**config.mk**
```make
export PLATFORM = sky130hd
export DESIGN_NAME = cmp_ou_pipelined
export DESIGN_NICKNAME = d
export VERILOG_FILES = /design/src/rtl/rca_config_pkg.sv /design/src/rtl/cmp_ou_pipe_stage.sv /design/src/rtl/cmp_ou_pipelined.sv
export SDC_FILE = /design/constraint.sdc
export NUM_CORES = 1
export LEC_CHECK = 0
export BUFFER_PORTS_ARGS = -buffer_cell sky130_fd_sc_hd__buf_2
export CAP_MARGIN = 0
export CELL_PAD_IN_SITES_DETAIL_PLACEMENT = 0
export CELL_PAD_IN_SITES_GLOBAL_PLACEMENT = 1
export CORE_MARGIN = 4
export CORE_UTILIZATION = 34
export CTS_CLUSTER_SIZE = 8
export DETAILED_ROUTE_END_ITERATION = 10
export GPL_ROUTABILITY_DRIVEN = 0
export PLACE_DENSITY_LB_ADDON = 0.25
export SLEW_MARGIN = 0
export SYNTH_ARGS = -nofsm -noshare
export SYNTH_HDL_FRONTEND = slang
export SYNTH_SLANG_ARGS = --single-unit
export TNS_END_PERCENT = 20
```
**constraint.sdc**
```tcl
create_clock -name clk -period 3.85 [get_ports clk]
set_input_delay 0.5775 -clock clk [delete_from_list [all_inputs] [get_ports clk]]
set_output_delay 0.5775 -clock clk [all_outputs]
set_load 0.005 [all_outputs]
```
**src/rtl/rca_config_pkg.sv**
```systemverilog
// Shared RCA fabric configuration: compare-op encoding and default
// pipeline depth for the compare/select operation unit.
package rca_config;

    typedef enum logic [2:0] {
        CMP_SLT  = 3'd0,
        CMP_SLTU = 3'd1,
        CMP_MIN  = 3'd2,
        CMP_MINU = 3'd3,
        CMP_MAX  = 3'd4,
        CMP_MAXU = 3'd5,
        CMP_EQ   = 3'd6,
        CMP_NE   = 3'd7
    } cmp_op_t;

    localparam int CMP_OU_DEFAULT_DEPTH = 2;

endpackage

```
**src/rtl/cmp_ou_pipe_stage.sv**
```systemverilog
// One elastic pipeline slot: a valid/data register that accepts new data
// whenever it is empty or its contents are leaving this cycle.
module cmp_ou_pipe_stage #(
    parameter int WIDTH = 32
) (
    input  logic             clk,
    input  logic             rst,
    input  logic             in_valid,
    output logic             in_ready,
    input  logic [WIDTH-1:0] in_data,
    output logic             out_valid,
    output logic [WIDTH-1:0] out_data,
    input  logic             out_ready
);

    assign in_ready = !out_valid || out_ready;

    // Slot register: load on advance, hold data while stalled.
    always_ff @(posedge clk) begin
        if (!rst) begin
            out_valid <= 1'b0;
            out_data  <= '0;
        end else if (in_ready) begin
            out_valid <= in_valid;
            if (in_valid) begin
                out_data <= in_data;
            end
        end
    end

endmodule

```
**src/rtl/cmp_ou_pipelined.sv**
```systemverilog
// Pipelined compare/select operation unit for the RCA fabric.
// Eight runtime-selected ops (signed/unsigned lt, min, max, eq, ne), result
// computed at accept and carried through PIPE_DEPTH elastic slots.
// Optional feature: define CMP_OU_STATS_EN to build the saturating
// ops_completed handshake counter; otherwise ops_completed reads 0.
module cmp_ou_pipelined
    import rca_config::*;
#(
    parameter int WIDTH      = 32,
    parameter int PIPE_DEPTH = CMP_OU_DEFAULT_DEPTH,
    parameter int XLEN       = 32
) (
    input  logic             clk,
    input  logic             rst,
    input  logic [WIDTH-1:0] data_in1,
    input  logic [WIDTH-1:0] data_in2,
    input  logic             data_valid_in1,
    input  logic             data_valid_in2,
    input  logic [2:0]       op_sel,
    output logic             data_in_ack1,
    output logic             data_in_ack2,
    output logic             uses_data_in1,
    output logic             uses_data_in2,
    output logic [WIDTH-1:0] data_out,
    output logic             data_valid_out,
    input  logic             data_out_ack,
    output logic [31:0]      ops_completed,
    output logic [XLEN-1:0]  addr,
    output logic [XLEN-1:0]  data,
    output logic [2:0]       fn3,
    output logic             load,
    output logic             store,
    output logic             new_request,
    input  logic             lsq_full,
    input  logic [XLEN-1:0]  load_data,
    input  logic             load_complete
);

    // Compare/select result; ties on min/max return operand A.
    function automatic logic [WIDTH-1:0] cmp_result(cmp_op_t op,
                                                    logic [WIDTH-1:0] a,
                                                    logic [WIDTH-1:0] b);
        logic signed [WIDTH-1:0] a_s;
        logic signed [WIDTH-1:0] b_s;
        logic                    lt_s;
        logic                    lt_u;
        logic                    gt_s;
        logic                    gt_u;
        a_s  = a;
        b_s  = b;
        lt_s = a_s < b_s;
        gt_s = b_s < a_s;
        lt_u = a < b;
        gt_u = b < a;
        case (op)
            CMP_SLT:  cmp_result = {{(WIDTH-1){1'b0}}, lt_s};
            CMP_SLTU: cmp_result = {{(WIDTH-1){1'b0}}, lt_u};
            CMP_MIN:  cmp_result = gt_s ? b : a;
            CMP_MINU: cmp_result = gt_u ? b : a;
            CMP_MAX:  cmp_result = lt_s ? b : a;
            CMP_MAXU: cmp_result = lt_u ? b : a;
            CMP_EQ:   cmp_result = {{(WIDTH-1){1'b0}}, (a == b)};
            CMP_NE:   cmp_result = {{(WIDTH-1){1'b0}}, (a != b)};
            default:  cmp_result = '0;
        endcase
    endfunction

    logic                  both_valid;
    logic                  fire;
    logic [WIDTH-1:0]      result_p0;
    logic [PIPE_DEPTH-1:0] vld_p;
    logic [PIPE_DEPTH-1:0] rdy_p;
    logic [PIPE_DEPTH-1:0] down_rdy_p;
    logic [WIDTH-1:0]      dat_p [PIPE_DEPTH];

    assign both_valid = data_valid_in1 && data_valid_in2;
    assign result_p0  = cmp_result(cmp_op_t'(op_sel), data_in1, data_in2);

    // Reset gates the accept so nothing is acked while rst is low.
    assign fire         = rst && both_valid && rdy_p[0];
    assign data_in_ack1 = fire;
    assign data_in_ack2 = fire;

    assign uses_data_in1 = 1'b1;
    assign uses_data_in2 = 1'b1;

    // Downstream readiness is derived from slot valids directly rather than
    // chained through each slot's in_ready, keeping the ready path acyclic:
    // a slot can move when any later slot is empty or the output is taken.
    genvar k;
    generate
        for (k = 0; k < PIPE_DEPTH; k++) begin : g_stage
            if (k == PIPE_DEPTH - 1) begin : g_last
                assign down_rdy_p[k] = data_out_ack;
            end else begin : g_mid
                assign down_rdy_p[k] = data_out_ack || !(&vld_p[PIPE_DEPTH-1:k+1]);
            end

            if (k == 0) begin : g_head
                cmp_ou_pipe_stage #(.WIDTH(WIDTH)) u_stage (
                    .clk       (clk),
                    .rst       (rst),
                    .in_valid  (both_valid),
                    .in_ready  (rdy_p[k]),
                    .in_data   (result_p0),
                    .out_valid (vld_p[k]),
                    .out_data  (dat_p[k]),
                    .out_ready (down_rdy_p[k])
                );
            end else begin : g_tail
                cmp_ou_pipe_stage #(.WIDTH(WIDTH)) u_stage (
                    .clk       (clk),
                    .rst       (rst),
                    .in_valid  (vld_p[k-1]),
                    .in_ready  (rdy_p[k]),
                    .in_data   (dat_p[k-1]),
                    .out_valid (vld_p[k]),
                    .out_data  (dat_p[k]),
                    .out_ready (down_rdy_p[k])
                );
            end
        end
    endgenerate

    assign data_valid_out = vld_p[PIPE_DEPTH-1];
    assign data_out       = dat_p[PIPE_DEPTH-1];

`ifdef CMP_OU_STATS_EN
    logic [31:0] ops_cnt;

    // Saturating count of output handshakes.
    always_ff @(posedge clk) begin
        if (!rst) begin
            ops_cnt <= 32'd0;
        end else if (data_valid_out && data_out_ack && (ops_cnt != 32'hFFFF_FFFF)) begin
            ops_cnt <= ops_cnt + 32'd1;
        end
    end

    assign ops_completed = ops_cnt;
`else
    assign ops_completed = 32'd0;
`endif

    // This unit never talks to the LSQ.
    assign addr        = '0;
    assign data        = '0;
    assign fn3         = 3'd0;
    assign load        = 1'b0;
    assign store       = 1'b0;
    assign new_request = 1'b0;

    wire unused_ok = &{1'b0, lsq_full, load_data, load_complete, rdy_p};

endmodule
```
-- Word-level counts from Yosys, hierarchy flattened
Index checks and enable logic that the tools add are counted.
- mux-type cells: 5
- multipliers: 0
- equality and inequality tests: 9
- order comparisons: 4
- add/subtract/negate cells: 0
- div/mod/pow operators: 0
- reduce and logical (&&, ||, !) cells: 10
- bitwise gates (word level): 0
- shift operators: 0
- operator list (operator ; number):
    $pmux W32 S8 ; 1
    $lt A32 B32 Y1 ; 4
    $mux W32 ; 4
    $eq A32 B32 Y1 ; 1
    $ne A32 B32 Y1 ; 1
    $eq A3 B3 Y1 const B ; 4
    $eq A3 B2 Y1 const B ; 2
    $reduce_and A2 Y1 ; 2
    $eq A3 B1 Y1 const B ; 1
    $logic_and A1 B1 Y1 ; 3
    $logic_not A3 Y1 ; 1
    $logic_not A1 Y1 ; 2
    $logic_or A1 B1 Y1 ; 2
- input port bits: 106
- bits in latches: 0
- register bits: 66
- output and inout port bits: 139
- logic and storage cells: 32
- memory bits (read-only): 0
- bits in writable memories: 0
- memories: 0

-- Logic depth before layout (Yosys ltp)
- depth after elaboration: 4
- mapped depth: 12
- mapped depth without buffers: 10

-- By module
Synthesis repeated with hierarchy kept, for this count alone.
- cells, all modules: 738
- area, all modules: 6108.4 µm²
- modules (own cells, without submodules) (module ; cells an instance ; times used ; sequential area each (µm²) ; area each (µm²)):
    cmp_ou_pipelined ; 450 ; 1 ; 0.0 ; 3393.3
    cmp_ou_pipe_stage ; 144 ; 2 ; 660.6 ; 1357.6

-- Worst setup path before layout
Ideal clock, no wire load.
- path kind: input port to flip-flop
- start point: input port data_in1[7]
- end point: register g_stage[0].g_head.u_stage.out_data[10]
- slack: 0.709 ns
- buffers on the path: 2
- setup time: 0.122 ns
- data required time: 3.728 ns
- arrival: 3.019 ns
- stages on the path: 12
- cells stage by stage: inv_1 ha_1 and3_1 a221o_1 a32oi_1 a31oi_4 or2_1 a311oi_2 a211oi_2 buf_6 buf_6 a221o_1
- word-level cells in the longest chain between the ends: 3
- elaborated cells between the ends (all ways): 9
- those cells by class: order compare: 4; mux: 5
- ends and longest elaborated chain (element ; RTL line ; text):
    start: declaration ; cmp_ou_pipelined.sv:15 ; input logic [WIDTH-1:0] data_in1,
    $lt A32 B32 Y1 (on tied branches) ; -- ;
    $mux W32 (on tied branches) ; -- ;
    $pmux W32 S8 * ; cmp_ou_pipelined.sv:55 ; case (op)
    end signal: assignment ; cmp_ou_pipe_stage.sv:26 ; out_data <= in_data;
    end: declaration ; cmp_ou_pipe_stage.sv:12 ; output logic [WIDTH-1:0] out_data,
Mark *: on every way between the ends. The rest lies on a longest branch, timed or not.
A chain may end at the register's enable or synchronous reset.

-- Worst setup path in the final report
- start point: input port data_in1[23]
- end point: register g_stage[0].g_head.u_stage.out_data[5]
Same word-level chain as after synthesis.

==> metrics.yaml <==
timing:
  fin_crit_sh_pct: 85.23
  rsz0062_at_grt: "no"
  hold_slack_ns: 0.4549
  drv_slew: 0
  setup_ws_ns: 0.5687
  fin_worst_skew_ns: 0.004996
  hold_viol: 0
  timing.setup.tns_ns: 0
  worstMarginPinSlew_ns: 0.9315
  setup_viol: 0
  min_period_ns: 3.281
  fmax_mhz: 304.8
  relSlewSlack_pct: 37.62
final_layout:
  num_antenna_cells: 0
  drive_gt1_share_pct: 18.83
  nets: 915
  area_growth_pct: 8.352
  fin_util_pct: 37.50
  final_cells: 965
yosys:
  synthSimpleGateAreaFrac_pct: 16.07
  yosys.area.top_type_share_pct: 24.03
  synth_area_leaders: "dfxtp_1, buf_4, ha_1"
  synth_top_family_by_area: "buffers and inverters"
  ys.flop_type: "dfxtp_1"
  seq_area_frac_synth_pct: 24.03
  ys_ff_latch: 66
  muxShareOfSynthArea_pct: 0.7510
  netlist_area_mm2: 0.005498
  synth_xor_area_share_pct: 0.1593
  ys_types: 53
  synth_compound_area_share_pct: 19.12
  synthCells: 674
  ys.warnings.count: 0
  synth_edf_count: 0
  avgSynthCellArea_um2: 8.157
  async_flop_share_pct: 0
  synthAdderAreaFrac_pct: 14.57
  yosys.area.top_type: "dfxtp_1"
clock_network:
  cts_buffers: 9
  cts_tree: "yes"
  holdBufCountCts: 0
  cts_sinks: 66
  clock-root-buffer: "clkbuf_16"
  clock_latency_ns: 0.33
  cts_setup_buffers: 0
  cts_resized: 0
  htree_levels: 3
  clock_path_buffers: 2
  clkSlewWorstSetupHoldPaths_ns: 0.05
setup_path:
  crit_end: "g_stage[0].g_head.u_stage.out_data[5]$_SDFFE_PN0P_"
  reg2reg_setup_slack_ns: 1.50
  slowest_stage: "or4_1"
  cp-startpoint: "data_in1[23]"
  critPathCaptureType: "flip-flop"
  cp_max_fo: 18
  path_cells: "buf_2 -> inv_1 -> ha_1 -> a21oi_1 -> o21ai_0 -> a221oi_1 -> o211ai_1 -> or4_1 -> and3_1 -> o31ai_4 -> buf_4 -> a221o_1"
  critPathLaunchType: "input pin"
  rr_endpoint: "g_stage[0].g_head.u_stage.out_data[5]$_SDFFE_PN0P_"
  crit_type: "input pin to flip-flop"
  reg2reg_depth: 9
  arrival_ns: 3.55
  cpPeakStageDelay_ns: 0.62
  r2r-start: "g_stage[1].g_tail.u_stage.out_valid$_SDFFE_PN0P_"
  crit_required_ns: 4.12
routing:
  drc: 0
  drt-pass1-iter-count: 4
  finalWirelength_um: 13610
  via_count: 4322
  drt-initial-drc-count: 232
  viasPerCell: 4.479
  drtAntennaViolNets: 0
  wl_per_cell_um: 14.10
power_and_ir_drop:
  seq_power_share_pct: 37.5
  vdd_drop_max_v: 0.0001628
  power_density_mw_per_mm2: 319.8
  p_clk_share_pct: 44.2
  switchingPower_mw: 0.5140
  cellLeakagePower_nw: 3.019
  swShare_pct: 26.98
  internal_power_mw: 1.391
  combPwrFrac_pct: 18.2
placement:
  hpwl_um: 10860
  pre_cts_ws_ns: 0.2210
  portBuffers: 106
  dp.cells: 950
global_routing:
  grt_pass1_vias: 4163
  grt_pass1_wl_um: 21210
  gr-total-overflow: 0
  track_usage_pct: 14.51
  grt_max_degree: 33
  grt_antenna_before_repair: 0
floorplan:
  die-width_um: 135.2
  rows: 46
  die_area_mm2: 0.01827
  core_mm2: 0.01589
  initial_core_util_pct: 34.61
  io_pins: 245
  die_h_um: 135.2
run:
  maxCapViolCount: 0
min_path:
  hp-class: "flip-flop to flip-flop"
outcome:
  outcome: "complete, no violations"
==> worst min-delay path by stage <==
stage                                                        start                                                   to  slack [ns]  cells after the start
6_report       g_stage[1].g_tail.u_stage.out_data[11]$_SDFFE_PN0P_  g_stage[1].g_tail.u_stage.out_data[11]$_SDFFE_PN0P_        0.45                      2
5_1_grt        g_stage[0].g_head.u_stage.out_data[11]$_SDFFE_PN0P_  g_stage[1].g_tail.u_stage.out_data[11]$_SDFFE_PN0P_        0.48                      2
4_1_cts         g_stage[1].g_tail.u_stage.out_data[5]$_SDFFE_PN0P_   g_stage[1].g_tail.u_stage.out_data[5]$_SDFFE_PN0P_        0.46                      2
3_5_place_dp    g_stage[1].g_tail.u_stage.out_data[5]$_SDFFE_PN0P_   g_stage[1].g_tail.u_stage.out_data[5]$_SDFFE_PN0P_        0.45                      2
3_3_place_gp   g_stage[1].g_tail.u_stage.out_data[14]$_SDFFE_PN0P_  g_stage[1].g_tail.u_stage.out_data[14]$_SDFFE_PN0P_        0.45                      2
2_1_floorplan  g_stage[0].g_head.u_stage.out_data[10]$_SDFFE_PN0P_  g_stage[1].g_tail.u_stage.out_data[10]$_SDFFE_PN0P_        0.44                      2
==> stage by stage <==
step	power, mW	instance area (µm²)
2_1_floorplan	1.022	5881
3_3_place_gp	1.065	5652
3_5_place_dp	1.074	5652
4_1_cts	1.930	5957
5_1_grt	2.006	5957
6_report	1.905	5957
==> registers in the layout, summed over array words and instances (netlist names) <==
signal	cells
g_stage.g_tail.u_stage.out_data	32
g_stage.g_head.u_stage.out_data	32
g_stage.g_tail.u_stage.out_valid	1
g_stage.g_head.u_stage.out_valid	1
==> cell usage in the layout (no fill, tap or decap), types with 2 or more instances in the layout <==
cell type / synthesis / routed
inv_1: 66 / 66
o211ai_1: 7 / 7
nor3b_1: 2 / 2
clkbuf_8: 0 / 3
dfxtp_1: 66 / 66
nand2b_1: 4 / 4
buf_4: 138 / 9
or3_1: 2 / 2
mux2i_1: 3 / 3
a21boi_0: 35 / 35
a21oi_1: 31 / 31
nor2b_1: 7 / 6
nor3_1: 5 / 5
clkbuf_16: 0 / 9
o21a_1: 2 / 2
buf_2: 2 / 106
a21o_1: 6 / 6
and3_1: 5 / 5
and2_1: 30 / 30
nand4_1: 6 / 6
conb_1: 2 / 104
o21ai_0: 7 / 7
or4_1: 5 / 5
and4_1: 3 / 3
nand2_1: 89 / 89
nor2_1: 6 / 6
a221oi_1: 3 / 3
o31ai_1: 2 / 2
ha_1: 64 / 64
a221o_1: 30 / 30
nand3_1: 7 / 7
==> layer usage <==
metal	wire, µm	global-route usage [%]	vias up
li1	-	-	2173
met2	6320	24.00	150
met4	195	4.479	0
met5	0	0	-
met3	891	2.972	11
met1	6201	19.06	1988
==> cell families (layout without fill, tap and decap cells) <==
group                    count (synthesis)  count (layout)
flip-flops                              66              66
AND/OR/NAND/NOR                        176             176
XOR/XNOR                                 1               1
buffers and inverters                  224             197
adder cells (fa/ha/maj)                 64              64
AO/OA/AOI/OAI                          137             137
multiplexers                             4               4
other                                    2             104
==> final cells by class <==
| type | count | area (µm²) |
|---|---|---|
| Inverter | 66 | 247.7 |
| Sequential cell | 66 | 1321 |
| Tap cell | 216 | 270.3 |
| Multi-Input combinational cell | 486 | 3194 |
| Timing Repair Buffer | 116 | 618.1 |
| Clock inverter | 2 | 35.03 |
| Clock buffer | 13 | 270.3 |
| Fill cell | 1724 | 9928 |
==> power by group through the flow <==
| stage | clock network (mW) | registers [mW] | logic, mW |
|---|---|---|---|
| global placement | 0 | 0.729 | 0.337 |
| finish | 0.843 | 0.715 | 0.347 |
| CTS | 0.867 | 0.715 | 0.348 |
| global route | 0.895 | 0.717 | 0.395 |
| floorplan | 0 | 0.726 | 0.296 |
| detailed placement | 0 | 0.729 | 0.345 |
==> cells in the mapped netlist, types with 6 or more instances <==
| library cell | number |
|---|---|
| clkbuf_1 | 13 |
| a21o_1 | 6 |
| o21ai_0 | 7 |
| nor2b_1 | 7 |
| nand3_1 | 7 |
| o211ai_1 | 7 |
| dfxtp_1 | 66 |
| a221o_1 | 30 |
| nand4_1 | 6 |
| and2_1 | 30 |
| a21oi_1 | 31 |
| nor2_1 | 6 |
| a21boi_0 | 35 |
| ha_1 | 64 |
| buf_4 | 138 |
| nand2_1 | 89 |
| inv_1 | 66 |
==> worst max-delay path: cells and delay by family <==
family,cells,cell delay (ns)
AOI/OAI and AO/OA,6,1.28
and+or+nand+nor,2,0.89
buffers and inverters,3,0.44
adders and majority gates,1,0.33
Power figures use the tool's default switching activity.
